**config.mk**
```make
export PLATFORM = sky130hd
export DESIGN_NAME = mem_port_arbiter
export DESIGN_NICKNAME = d
export VERILOG_FILES = /design/src/rtl/mem_port_arbiter.sv
export SDC_FILE = /design/constraint.sdc
export NUM_CORES = 1
export LEC_CHECK = 0
export CAP_MARGIN = 10
export CELL_PAD_IN_SITES_DETAIL_PLACEMENT = 1
export CELL_PAD_IN_SITES_GLOBAL_PLACEMENT = 1
export CORE_MARGIN = 3
export CORE_UTILIZATION = 33
export CTS_CLUSTER_SIZE = 10
export DETAILED_ROUTE_END_ITERATION = 8
export PLACE_DENSITY_LB_ADDON = 0.12
export SETUP_SLACK_MARGIN = 0.02
export SLEW_MARGIN = 20
export SYNTH_ARGS = -nofsm -noshare
export SYNTH_HDL_FRONTEND = slang
export SYNTH_SLANG_ARGS = --single-unit
```
**constraint.sdc**
```tcl
create_clock -name clk -period 3.9 [get_ports clk]
set_clock_uncertainty 0.15 [all_clocks]
set_input_delay 0.39 -clock clk [delete_from_list [all_inputs] [get_ports clk]]
set_output_delay 0.39 -clock clk [all_outputs]
set_load 0.02 [all_outputs]
```
**src/rtl/mem_port_arbiter.sv**
```systemverilog
// Round-robin access controller sharing one 32x8 bank between
// an instruction-fetch port and a load/store port.
module mem_port_arbiter #(
    parameter int AW = 5,
    parameter int DW = 8
) (
    input  logic          clk,
    input  logic          reset,
    input  logic          req_f,
    input  logic [AW-1:0] addr_f,
    output logic          ack_f,
    output logic [DW-1:0] rdata_f,
    input  logic          req_d,
    input  logic          we_d,
    input  logic [AW-1:0] addr_d,
    input  logic [DW-1:0] wdata_d,
    output logic          ack_d,
    output logic [DW-1:0] rdata_d,
    output logic          busy,
    output logic          mem_r_w,
    output logic [AW-1:0] mem_addr_out,
    output logic [AW-1:0] mem_addr_in,
    output logic [DW-1:0] mem_data_in,
    input  logic [DW-1:0] mem_data_out
);

    typedef enum logic [1:0] {
        IDLE   = 2'd0,
        ACCESS = 2'd1,
        DONE   = 2'd2
    } state_t;

    state_t state;
    state_t state_nx;

    // last_grant: 1 = data port, 0 = fetch port
    logic last_grant;
    logic any_req;
    logic grant_d;
    logic start;

    always_comb begin
        any_req = req_f | req_d;
        if (req_f && req_d) begin
            grant_d = ~last_grant;
        end else begin
            grant_d = req_d;
        end
        start = (state == IDLE) && any_req;
    end

    always_ff @(posedge clk or posedge reset) begin
        if (reset) begin
            state <= IDLE;
        end else begin
            state <= state_nx;
        end
    end

    always_comb begin
        state_nx = state;
        unique case (state)
            IDLE:    state_nx = any_req ? ACCESS : IDLE;
            ACCESS:  state_nx = DONE;
            DONE:    state_nx = IDLE;
            default: state_nx = IDLE;
        endcase
    end

    always_comb begin
        busy  = (state != IDLE);
        ack_f = (state == DONE) && !last_grant;
        ack_d = (state == DONE) && last_grant;
    end

    // Memory controls only move on the IDLE->ACCESS edge; the write
    // strobe is released on the ACCESS->DONE edge.
    always_ff @(posedge clk or posedge reset) begin
        if (reset) begin
            last_grant   <= 1'b1;
            mem_r_w      <= 1'b1;
            mem_addr_out <= '0;
            mem_addr_in  <= '0;
            mem_data_in  <= '0;
            rdata_f      <= '0;
            rdata_d      <= '0;
        end else begin
            if (start) begin
                last_grant   <= grant_d;
                mem_addr_out <= grant_d ? addr_d : addr_f;
                mem_addr_in  <= grant_d ? addr_d : addr_f;
                mem_r_w      <= ~(grant_d & we_d);
                if (grant_d) begin
                    mem_data_in <= wdata_d;
                end
            end
            if (state == ACCESS) begin
                mem_r_w <= 1'b1;
                if (mem_r_w) begin
                    if (last_grant) begin
                        rdata_d <= mem_data_out;
                    end else begin
                        rdata_f <= mem_data_out;
                    end
                end
            end
        end
    end

endmodule

```
==> metrics.md, run 1 <==
| Metric | Value |
|---|---|
| Yosys Warn Count | `0` |
| Post-synthesis register bit count | `33` |
| Ranking of synthesized cells by area | `dfrtp_1, mux2_2, mux2_4` |
| Leak | `0.952 nW` |
| Worst path max stage delay | `0.60 ns` |
| Leading area contributor after synthesis | `dfrtp_1` |
| CP Max Fanout | `6` |
| Worst-path clk slew | `0.06 ns` |
| Placed cell count | `202` |
| Crit Path Class | `flop to output port` |
| Synth-to-layout area growth | `55.7%` |
| Least-Margin Pin Slew | `0.671 ns` |
| Slowest CP cell | `clkdlybuf4s50_1` |
| Mapped Area | `1410 µm²` |
| Via density | `4.79` |
| Final worst-path cycle share | `55.8%` |
| Detailed-route DRC error count | `0` |
| Drt first pass iters | `2` |
| H-tree level count | `2` |
| Layout cell share with drive strength beyond 1 | `28.7%` |
| Total power | `1.98 mW` |
| GPL Wtd Cong | `0.681` |
| Rel. slew slack | `55.0%` |
| Core area | `4060 µm²` |
| Cts hold-fix bufs | `0` |
| Total gr overflow | `0` |
| Largest net degree at the start of global routing | `34` |
| Ant. Diodes | `0` |
| Global-route wire length before repair | `5750 µm` |
| Setup TNS | `0 ns` |
| Layout Cells excl Fill | `210` |
| Vias | `1,005` |
| Cells after Synth | `91` |
| CTS Sinks | `33` |
| Most common cell in the netlist | `dfrtp_1` |
| CTS root buf | `clkbuf_8` |
| Clk buf depth | `2` |
| Sequential fraction of the synthesis area | `58.6%` |
| Final Hold Fails | `0` |
| Max Slew Vio Count | `0` |
| Critical path buffers and inverters | `1` |
| Final core occ | `54.2%` |
| Predominant post-synthesis flop cell | `dfrtp_1` |
| Avg WL per Cell | `15.8 µm` |
| Top-area cell type share of the netlist area | `54.9%` |
| Die area | `5100 µm²` |
| Distinct cell type count after synthesis | `19` |
| Post_cts resized | `0` |
| Vias in the first global route | `1,197` |
| Total CTS buffers | `5` |
| NumNets Final | `190` |
| Initial Util | `34.8%` |
| Die Y-Extent | `71.4 µm` |
| Design area | `2200 µm²` |
| Syn_nets | `122` |
| DPL Wire Length | `2580 µm` |
| I/O pin count | `69` |
| Fillers | `405` |
| Avg Inst Size Synth | `15.5 µm²` |
| Post-synth EDFFs | `0` |
| Power Density | `901 nW/µm²` |
| Setup crit end kind | `output port` |
| Initial DRC Count | `30` |
| CTS tree | `yes` |
| Die Width | `71.4 µm` |
| Drt total wl | `3330 µm` |
| Max cap viols | `0` |
| Req. time, crit path | `3.36 ns` |
| Final Setup Violations | `0` |
| Antenna violations before repair | `0` |
| Final min period | `2.18 ns` |
| RSZ-0062 raised after global routing | `false` |
| WP data arrival | `1.64 ns` |
| Share of async-settable or async-resettable flops after synthesis | `100%` |
| Worst-skew pair later-pin latency | `0.28 ns` |
| Top delay family on crit path | `buffers and inverters` |
| FP Rows | `23` |
| Post-synth top cells | `dfrtp_1, mux2_2, mux2_4` |
| Port Buf Inserts | `68` |
| GRT Total Usage | `14.5%` |
| Crit-path cells | `and3b_1 -> clkdlybuf4s50_1` |
| Max Fclk | `460 MHz` |
| Startpoint Class | `flop` |
| Max VDD drop | `0.000325 V` |
| Setup bufs post-CTS | `0` |
| Detail Route Antenna Nets | `0` |
| Placed standard-cell area | `2100 µm²` |
| Min-delay worst type | `primary input to asynchronous set/reset pin` |
| Status | `finished clean` |
[flip-flops by register name, indices dropped and copies added (netlist names)]
signal       count
mem_r_w          1
rdata_d          8
mem_data_in      8
rdata_f          8
state            2
mem_addr_in      5
last_grant       1
[cell usage in the layout (no fill, tap or decap)]
cell type        synthesis  routed
a21bo_1                  1       1
mux2_4                   8       8
clkinv_2                 0       1
clkdlybuf4s50_1          0      68
nor2_1                   1       1
and3b_1                  2       2
o21ai_1                  1       1
o221a_2                  1       1
clkbuf_8                 0       7
nor3b_1                  1       1
o2bb2ai_1                1       1
dfstp_2                  2       2
a211o_1                  1       1
nand3_1                  1       1
buf_4                    5       1
inv_1                    4       4
or2_1                    1       1
mux2_2                  26      26
dfrtp_1                 31      31
and2b_1                  1       1
[worst register-to-register path: cells and delay by family (launching register included)]
| family | cells | cell delay, ns |
|---|---|---|
| compound gates | 1 | 0.30 |
| mux | 1 | 0.35 |
| simple gates | 1 | 0.47 |
| flops | 1 | 0.58 |
[metal layers]
metal	track usage, %	part of all wire, %	vias to the layer above
li1	-	-	445
met1	18.0	40	513
met2	23.5	51	42
met3	5.75	7.5	5
met4	4.38	1.2	0
met5	0	0	-
[power breakdown]
group / switching [mW] / internal [mW]
clock network: 0.119 / 0.159
registers: 0.112 / 0.528
logic: 0.475 / 0.588
total: 0.705 / 1.28
[area by class of cell]
type	count	area [µm²]	share of cell area (%)
Clock buffer	7	96.3	4.38
Clock inverter	1	5.00	0.228
Inverter	4	15.0	0.683
Multi-Input combinational cell	46	504	22.9
Sequential cell	33	828	37.7
Tap cell	50	62.6	2.84
Timing Repair Buffer	69	688	31.3
[per-stage QoR]
stage,hold slack [ns],setup slack [ns]
5_1_grt,0.381,1.66
4_1_cts,0.361,1.70
6_report,0.357,1.72
2_1_floorplan,0.340,2.28
3_5_place_dp,0.343,1.58
3_3_place_gp,0.337,1.65
[kinds of logic (layout without fill, tap and decap cells)]
kind of cell	after synthesis	count (layout)	share of synthesized area [%]
mux	34	34	29.2
simple gates	7	7	3.37
flops	33	33	58.6
compound gates	5	5	3.10
buf+inv	12	81	5.67
[path summary, 6_finish.rpt]
path                       slack (ns)             end  cells past startpoint            from
setup / recovery                 1.72           ack_d                      2      last_grant
hold / removal                   0.36      rdata_f[2]                      3           reset
setup reg to reg                 1.93  mem_data_in[7]                      3      last_grant
hold reg to reg                  0.36  mem_data_in[5]                      1  mem_data_in[5]
max in group asynchronous        2.90         mem_r_w                      3           reset
min in group clk                 0.36  mem_data_in[5]                      1  mem_data_in[5]
No activity file was read; power rests on OpenSTA's default activity.
==> inputs of run 2 (changes only) <==
Settings changed: CORE_UTILIZATION 33 to 31.
Clock period 3.9 ns to 2.1 ns, I/O delays scaled along.
==> metrics.md, run 2 (synthesis gave the netlist of run 1 again) <==
| Metric | Value |
|---|---|
| Fillers | `432 (+6.7%)` |
| Sequential fraction of design power | `32.7% (+0.4 points)` |
| Design area | `2200 µm² (about the same)` |
| Die Width | `73.5 µm (+2.9%)` |
| Placed standard-cell area | `2110 µm² (+0.72%)` |
| Pint | `2.32 mW (+82%)` |
| Least-Margin Pin Slew | `0.496 ns (-0.175 ns)` |
| Status | `finished clean` |
| Post-place setup slack | `0.108 ns (-1.47 ns)` |
| Most frequent cells in the layout | `clkdlybuf4s50_1, dfrtp_1, mux2_2` |
| Die Y-Extent | `73.5 µm (+2.9%)` |
| Clk buf depth | `2 (unchanged)` |
| Largest net degree at the start of global routing | `34 (unchanged)` |
| Antenna violations before repair | `0 (unchanged)` |
| Worst path max stage delay | `0.55 ns (-0.05 ns)` |
| GPL Wtd Cong | `0.646 (-5.0%)` |
| H-tree level count | `2 (unchanged)` |
| Rel. slew slack | `66.9% (+12 points)` |
| Most common cell after layout, fill and taps aside | `clkdlybuf4s50_1` |
| Worst-path clk slew | `0.06 ns (about the same)` |
| Initial DRC Count | `44 (+47%)` |
| NumNets Final | `192 (+1.1%)` |
| Max Fclk | `530 MHz` |
| GRT Total Usage | `13.8% (-0.73 points)` |
| Critical path buffers and inverters | `2 (+1)` |
| Setup crit end kind | `output port` |
| Max Slew Vio Count | `0 (unchanged)` |
| I/O pin count | `69 (unchanged)` |
| CTS Sinks | `33 (unchanged)` |
| Drt total wl | `3380 µm (+1.6%)` |
| Top delay family on crit path | `buffers and inverters` |
| Req. time, crit path | `1.74 ns (-1.62 ns)` |
| Power Density | `1650 nW/µm² (+84%)` |
| Synth-to-layout area growth | `55.6% (about the same)` |
| Core area | `4200 µm² (+3.5%)` |
| Detailed-route DRC error count | `0 (unchanged)` |
| Global-route wire length before repair | `5520 µm (-3.9%)` |
| Crit-path cells | `nor2_1 -> inv_1 -> clkdlybuf4s50_1` |
| Max VDD drop | `0.000616 V (+90%)` |
| FP Rows | `23 (unchanged)` |
| Final min period | `1.89 ns` |
| Slowest CP cell | `clkdlybuf4s50_1` |
| Initial Util | `33.6% (-1.2 points)` |
| Min-delay worst type | `primary input to asynchronous set/reset pin` |
| Worst-skew pair later-pin latency | `0.28 ns (about the same)` |
| Final Hold Fails | `0 (unchanged)` |
| Max cap viols | `0 (unchanged)` |
| CP Max Fanout | `4 (-2)` |
| Top Registers | `mem_data_in: 8 flops, rdata_d: 8 flops, rdata_f: 8 flops` |
| Crit Path Class | `flop to output port` |
| DPL Wire Length | `2650 µm (+2.8%)` |
| Avg WL per Cell | `15.9 µm (+0.60%)` |
| CTS root buf | `clkbuf_8` |
| Part of the power in the clock network | `12.2% (-1.8 points)` |
| Drt first pass iters | `2 (unchanged)` |
| Total gr overflow | `0 (unchanged)` |
| Combinational power share | `55.1% (+1.4 points)` |
| FF-to-FF Start | `last_grant` |
| CTS tree | `yes` |
| Startpoint Class | `flop` |
| Vias | `981 (-2.4%)` |
| Net Switching | `1.32 mW (+87%)` |
| Sw frac | `36.2% (+0.60 points)` |
| Setup TNS | `0 ns (unchanged)` |
| Via density | `4.63 (-3.3%)` |
| RSZ-0062 raised after global routing | `false` |
| Final worst-path cycle share | `89.8%` |
| Layout cell share with drive strength beyond 1 | `29.0% (+0.26 points)` |
| FF-to-FF setup slack | `0.32 ns (-1.61 ns)` |
| Final Setup Violations | `0 (unchanged)` |
| WP data arrival | `1.53 ns (-0.11 ns)` |
| Vias in the first global route | `1,146 (-4.3%)` |
| Leak | `0.970 nW (+1.8%)` |
| Detail Route Antenna Nets | `0 (unchanged)` |
| Crit path from | `state[1]` |
| Ant. Diodes | `0 (unchanged)` |
| Die area | `5400 µm² (+5.9%)` |
| Port Buf Inserts | `68 (unchanged)` |
| Worst Setup Slack, final | `0.214 ns (-1.51 ns)` |
| Total CTS buffers | `5 (unchanged)` |
[run 2: routing by layer]
layer  track usage [%]  part of all wire (%)  vias up  routed length, µm
met2              23.1                    51       42               1730
met3              5.34                   7.3        4                247
met4              6.64                   1.3        0                 44
li1                  -                     -      453                  -
met5                 0                     0        -                  0
met1              15.2                    40      482               1360
[run 2: cell type report]
type / count / area [µm²] / share of cell area, %
Clock buffer: 6 / 72.6 / 3.30
Clock inverter: 2 / 10.0 / 0.455
Inverter: 4 / 15.0 / 0.683
Multi-Input combinational cell: 46 / 504 / 22.9
Sequential cell: 33 / 828 / 37.7
Tap cell: 50 / 62.6 / 2.85
Timing Repair Buffer: 71 / 706 / 32.1
[run 2: final timing paths]
check | endpoint | cells after the start
setup / recovery | busy | 3
hold / removal | mem_addr_in[0] | 3
setup reg to reg | mem_addr_in[1] | 4
hold reg to reg | rdata_d[3] | 1
max in group asynchronous | mem_r_w | 3
min in group clk | rdata_d[3] | 1
[run 2: per-stage QoR]
step | std cells | util [%] | hold slack (ns) | total power, mW
after CTS | 212 | 52.3 | 0.182 | 3.70
final | 212 | 52.3 | 0.163 | 3.63
after detailed placement | 204 | 50.3 | 0.343 | 3.23
after floorplan | 91 | - | 0.187 | 2.34
after global placement | 204 | 50.3 | 0.336 | 3.17
after global routing | 212 | 52.3 | 0.206 | 3.87
[run 2: power by group through the flow]
stage	Combinational (mW)	Clock, mW	Sequential (mW)
finish	2.00	0.443	1.19
global route	2.13	0.499	1.24
CTS	2.04	0.466	1.19
detailed placement	2.04	0	1.19
global placement	1.99	0	1.18
floorplan	0.804	0	1.53
[run 2: worst reg2reg max path, cell delays in order, from the launching register on]
cell and delay, ns:
dfstp_2 0.59, a21bo_1 0.15, buf_4 0.16, mux2_2 0.35
mux2_2 0.27
[run 2: repair_timing]
action                                  CTS  global route
hold buffers                              0             0
endpoints found under the setup margin    0             1
buffers inserted                          0             0
resized for setup                         0             1
==> inputs of run 3 (changes only) <==
Settings changed: HOLD_SLACK_MARGIN set to 0.05.
==> results of run 3 <==
No change in the layout: final DEF, timing and power equal those of run 2.
